## src/rtl/rcc_vdd_rsr_bank.sv

```systemverilog
// rcc_vdd_rsr_bank: per-CPU reset-status flag bank with RMVF clear and LSI startup supervisor
module rcc_vdd_rsr_bank #(
    parameter int                  NUM_CPU  = 2,
    parameter int                  NUM_SRC  = 14,
    parameter logic [NUM_SRC-1:0]  RST_MASK = 14'h0100,
    parameter int                  TMO_W    = 8,
    parameter logic [TMO_W-1:0]    LSI_TMO  = 8'd200
) (
    input  logic                        clk,
    input  logic                        rst_n,
    input  logic [NUM_SRC-1:0]          rst_src,
    input  logic                        wdata,
    input  logic [NUM_CPU-1:0]          rmvf_wren,
    input  logic                        lsion_wren,
    input  logic                        lsi_rdy,
    output logic [NUM_CPU*NUM_SRC-1:0]  rsr_flags,
    output logic [NUM_CPU-1:0]          rsr_rmvf,
    output logic                        lsion,
    output logic                        lsirdy,
    output logic                        lsi_fail
);

    typedef enum logic [1:0] {ST_OFF, ST_WAIT, ST_RDY, ST_FAIL} lsi_state_t;

    logic [NUM_SRC-1:0]              src_s1, src_s2, src_d, src_ev;
    logic [1:0]                      warm;
    logic [NUM_CPU-1:0][NUM_SRC-1:0] flags;
    logic [NUM_CPU-1:0]              clr;
    logic                            rdy_s1, rdy_s2;
    lsi_state_t                      state, state_n;
    logic [TMO_W-1:0]                cnt, cnt_n;
    logic                            fail_n;

    // A pending or present RMVF=1 blanks that CPU's flags and swallows its set events
    assign clr       = rsr_rmvf | (rmvf_wren & {NUM_CPU{wdata}});
    assign rsr_flags = flags;
    assign lsirdy    = (state == ST_RDY);

    // Source synchronizers, edge flop and registered rising-edge pulse; pulses stay
    // masked until the pipeline has refilled after reset so a level held through reset is not an edge
    always_ff @(posedge clk or negedge rst_n) begin
        if (!rst_n) begin
            src_s1 <= '0;
            src_s2 <= '0;
            src_d  <= '0;
            src_ev <= '0;
            warm   <= '0;
        end else begin
            src_s1 <= rst_src;
            src_s2 <= src_s1;
            src_d  <= src_s2;
            warm   <= (warm == 2'd3) ? warm : warm + 2'd1;
            src_ev <= (warm == 2'd3) ? (src_s2 & ~src_d) : '0;
        end
    end

    // Per-CPU sticky flags and RMVF registers; each copy only looks at its own clear
    always_ff @(posedge clk or negedge rst_n) begin
        if (!rst_n) begin
            flags    <= {NUM_CPU{RST_MASK}};
            rsr_rmvf <= '0;
        end else begin
            for (int c = 0; c < NUM_CPU; c++)
                flags[c] <= clr[c] ? '0 : (flags[c] | src_ev);
            rsr_rmvf <= (rmvf_wren & {NUM_CPU{wdata}}) | (~rmvf_wren & rsr_rmvf);
        end
    end

    // LSION register, LSI ready synchronizer and supervisor state
    always_ff @(posedge clk or negedge rst_n) begin
        if (!rst_n) begin
            lsion    <= 1'b0;
            rdy_s1   <= 1'b0;
            rdy_s2   <= 1'b0;
            state    <= ST_OFF;
            cnt      <= '0;
            lsi_fail <= 1'b0;
        end else begin
            lsion    <= lsion_wren ? wdata : lsion;
            rdy_s1   <= lsi_rdy;
            rdy_s2   <= rdy_s1;
            state    <= state_n;
            cnt      <= cnt_n;
            lsi_fail <= fail_n;
        end
    end

    // Startup supervisor: ready beats timeout when both happen together; counter never wraps
    always_comb begin
        state_n = state;
        cnt_n   = cnt;
        case (state)
            ST_OFF: begin
                if (lsion) begin
                    state_n = ST_WAIT;
                    cnt_n   = LSI_TMO;
                end
            end
            ST_WAIT: begin
                if (rdy_s2)
                    state_n = ST_RDY;
                else if (cnt == '0)
                    state_n = ST_FAIL;
                else
                    cnt_n = cnt - TMO_W'(1);
            end
            ST_RDY: begin
                if (!rdy_s2) begin
                    state_n = ST_WAIT;
                    cnt_n   = LSI_TMO;
                end
            end
            default: state_n = ST_FAIL;
        endcase
        if (!lsion)
            state_n = ST_OFF;
        fail_n = (state_n == ST_FAIL && state != ST_FAIL) ? 1'b1 :
                 (lsion_wren && wdata) ? 1'b0 : lsi_fail;
    end

endmodule

```

## config.mk

```make
export PLATFORM = sky130hd
export DESIGN_NAME = rcc_vdd_rsr_bank
export DESIGN_NICKNAME = d
export VERILOG_FILES = /design/src/rtl/rcc_vdd_rsr_bank.sv
export SDC_FILE = /design/constraint.sdc
export NUM_CORES = 1
export LEC_CHECK = 0
export CAP_MARGIN = 20
export CORE_ASPECT_RATIO = 0.6
export CORE_MARGIN = 5
export CORE_UTILIZATION = 52
export CTS_CLUSTER_DIAMETER = 60
export DETAILED_ROUTE_END_ITERATION = 8
export GPL_TIMING_DRIVEN = 0
export PLACE_DENSITY = 0.78
export SYNTH_ARGS = -nofsm -noshare
export SYNTH_HDL_FRONTEND = slang
export SYNTH_SLANG_ARGS = --single-unit
```

## constraint.sdc

```tcl
create_clock -name clk -period 2 [get_ports clk]
set_clock_uncertainty 0.05 [all_clocks]
set_input_delay 0.3 -clock clk [delete_from_list [all_inputs] [get_ports clk]]
set_output_delay 0.3 -clock clk [all_outputs]
set_load 0.01 [all_outputs]
```

==> flow_summary.toml <==
[pwr]
ir_drop_mv = 0.5813
power_density_mw_per_mm2 = 943.9
leakage_nw = 1.885

[clock_tree]
cts_tree = "yes"
htreeDepth = 3
path_clk_slew_ns = 0.10
clk_latency_ns = 0.36
cts_buffers = 9
post_cts_buffers = 0
cts_max_path_buffers = 2
cts_root_buf = "clkbuf_8"
numClockSinks = 102

[floorplan]
die_height_um = 72.16
die_w_um = 113.6
die_area_mm2 = 0.008196
fp-row-count = 22
core_mm2 = 0.006193
start_util = 0.5406
io_pins = 54

[timing]
rsz0062_at_grt = "false"
slew_violations = 0
setup_viol = 0
tns_ns = 0
max_slew_margin = 0.5952
hold_violations = 0
fin_crit_sh = 0.8956
finalCriticalPeriod_ns = 1.791
worst_slew_pin_slew_ns = 0.6071
max_freq_ghz = 0.5583

[routing]
drt_iter0_markers = 67
vias = 1870
firstDrtPassIters = 4
drc = 0
vias_per_cell = 5.123
drt_wl_total_um = 5587
wl_per_cell_um = 15.31
ant_nets = 0

[yosys]
synth_edf_count = 0
syn_area_per_cell_um2 = 15.94
ys_types = 37
syn_inst = 210
yosysSeqAreaShare = 0.7631
synth.net_count = 233
ys_ff_latch = 102
async_reset_ff_frac = 1.000
syn_area_mm2 = 0.003348
synth_ff_type = "dfrtp_1"
ys_warn_count = 0

[setup_path]
worstPathArrival_ns = 1.44
worstPathMaxFanout = 2
crit_type = "reg -> out"
crit_required_ns = 1.65
crit_family = "flip-flops"
endpoint_kind = "output port"
max_stage_delay_ns = 0.54
critPathSlowestCell = "dfstp_2"
crit_chain = "clkdlybuf4s50_1"
crit_buf_inv = 1
startpoint_type = "flip-flop"

[finish]
drive_above_1_share = 0.1210
antennaDiodeCount = 0
fill_cells = 427
fin_nets = 299
register_area_mm2 = 0.002555
multi_input_area_um2 = 740.7
final_area_mm2 = 0.004224
area_growth_pct = 26.16

[flow_run]
drv_cap = 0

[grt]
grt_pass1_vias = 1953
grtUsageTotal = 0.1529
grt-ovfl-total = 0
grt_max_degree = 70
antenna_found_initial = 0
grt_pass1_wl_um = 9535

[place]
dp_hpwl_um = 3850
placed_area_mm2 = 0.004009
port_buffers = 53
gp_congestion = 0.7793

[status]
status = "finished, final reports clean"

[worst_hold_path]
hold_path_class = "reg -> reg"
[cell families after synthesis]
kind of cell | Yosys count | synth area share
DFF | 102 | 0.7631
adders and majority gates | 2 | 0.007473
xor gates and xnor gates | 2 | 0.005233
muxes | 4 | 0.01308
and+or+nand+nor | 45 | 0.09492
buffers and inverters | 9 | 0.01569
AOI/OAI and AO/OA | 46 | 0.1005
[power by group]
| group | total [mW] | switching (mW) | internal (mW) |
|---|---|---|---|
| clock network | 1.24 | 0.721 | 0.516 |
| registers | 2.30 | 0.0955 | 2.21 |
| logic | 0.449 | 0.213 | 0.236 |
[Yosys cell counts, types with 3 or more instances]
master | n | area, µm²
a21oi_1 | 7 | 35.03
and3b_1 | 13 | 113.9
clkbuf_1 | 3 | 11.26
dfrtp_1 | 100 | 2502
inv_1 | 3 | 11.26
mux2_2 | 3 | 33.78
nand2_1 | 8 | 30.03
nand2b_1 | 3 | 18.77
nand3_1 | 3 | 15.01
nor2_1 | 4 | 15.01
o21a_1 | 28 | 210.2
o31ai_1 | 3 | 22.52
[metal layers]
layer | wire [µm] | vias up | GRT usage
li1 | - | 865 | -
met4 | 48 | 0 | 0.04400
met1 | 2725 | 951 | 0.2063
met2 | 2496 | 46 | 0.2309
met5 | 0 | - | 0
met3 | 317 | 8 | 0.06333
[area by class of cell]
class	count	area share
inverters	3	0.002666
clock buffers	10	0.03258
multi-input cells	99	0.1754
clock inverters	6	0.01540
repair buffers	55	0.1345
well taps	84	0.02488
flip-flops and latches	102	0.6049
plain buffers	6	0.009775
[registers in the layout, summed over array words and instances, names as in the netlist, named ones only]
signal	cells
rsr_flags	28
warm	2
rdy_s1	1
src_ev	14
src_s2	14
src_d	14
cnt	8
lsi_fail	1
state	2
src_s1	14
rdy_s2	1
lsion	1
[path summary, 6_finish.rpt]
kind | from | end | slack, ns | depth (start not counted)
setup reg to reg | cnt[0]$_DFFE_PN0P_ | cnt[7]$_DFFE_PN0P_ | 0.22 | 4
hold reg to reg | src_s1[7]$_DFF_PN0_ | src_s2[7]$_DFF_PN0_ | 0.30 | 0
max in group asynchronous | rst_n | cnt[1]$_DFFE_PN0P_ | 0.88 | 3
hold / removal | src_s1[7]$_DFF_PN0_ | src_s2[7]$_DFF_PN0_ | 0.30 | 0
setup / recovery | rsr_flags[22]$_DFF_PN1_ | rsr_flags[22] | 0.21 | 1
min in group asynchronous | rst_n | rsr_flags[15]$_DFF_PN0_ | 0.37 | 2
[through the flow]
step | std cells | utilization | total power, mW | setup slack [ns] | hold WS, ns
4_1_cts | 365 | 0.6816 | 4.029 | 0.03170 | 0.2968
6_report | 365 | 0.6820 | 3.987 | 0.2089 | 0.3048
5_1_grt | 365 | 0.6820 | 4.168 | 0.1530 | 0.2798
3_5_place_dp | 348 | 0.6473 | 2.793 | -0.08940 | 0.2280
2_1_floorplan | 210 | - | 2.537 | 0.3291 | -0.04559
3_3_place_gp | 347 | 0.6432 | 2.766 | -2.945 | 0.2817
[layout by cell type, fill, tap and decap left out, types with 3 or more instances in the layout]
cell / Yosys / routed
a21oi_1: 7 / 7
and3b_1: 13 / 13
clkbuf_1: 3 / 3
clkbuf_8: 0 / 10
clkdlybuf4s50_1: 0 / 51
dfrtp_1: 100 / 100
inv_1: 3 / 3
mux2_2: 3 / 3
nand2_1: 8 / 8
nand2b_1: 3 / 3
nand3_1: 3 / 3
nor2_1: 4 / 4
o21a_1: 28 / 28
o31ai_1: 3 / 3
[timing repair]
action / 4_1_cts / 5_1_grt
resized for setup: 0 / 1
hold buffers: 1 / 0
setup endpoints to repair: 0 / 1
hold endpoints to repair: 31 / 0
Power figures use the tool's default switching activity.
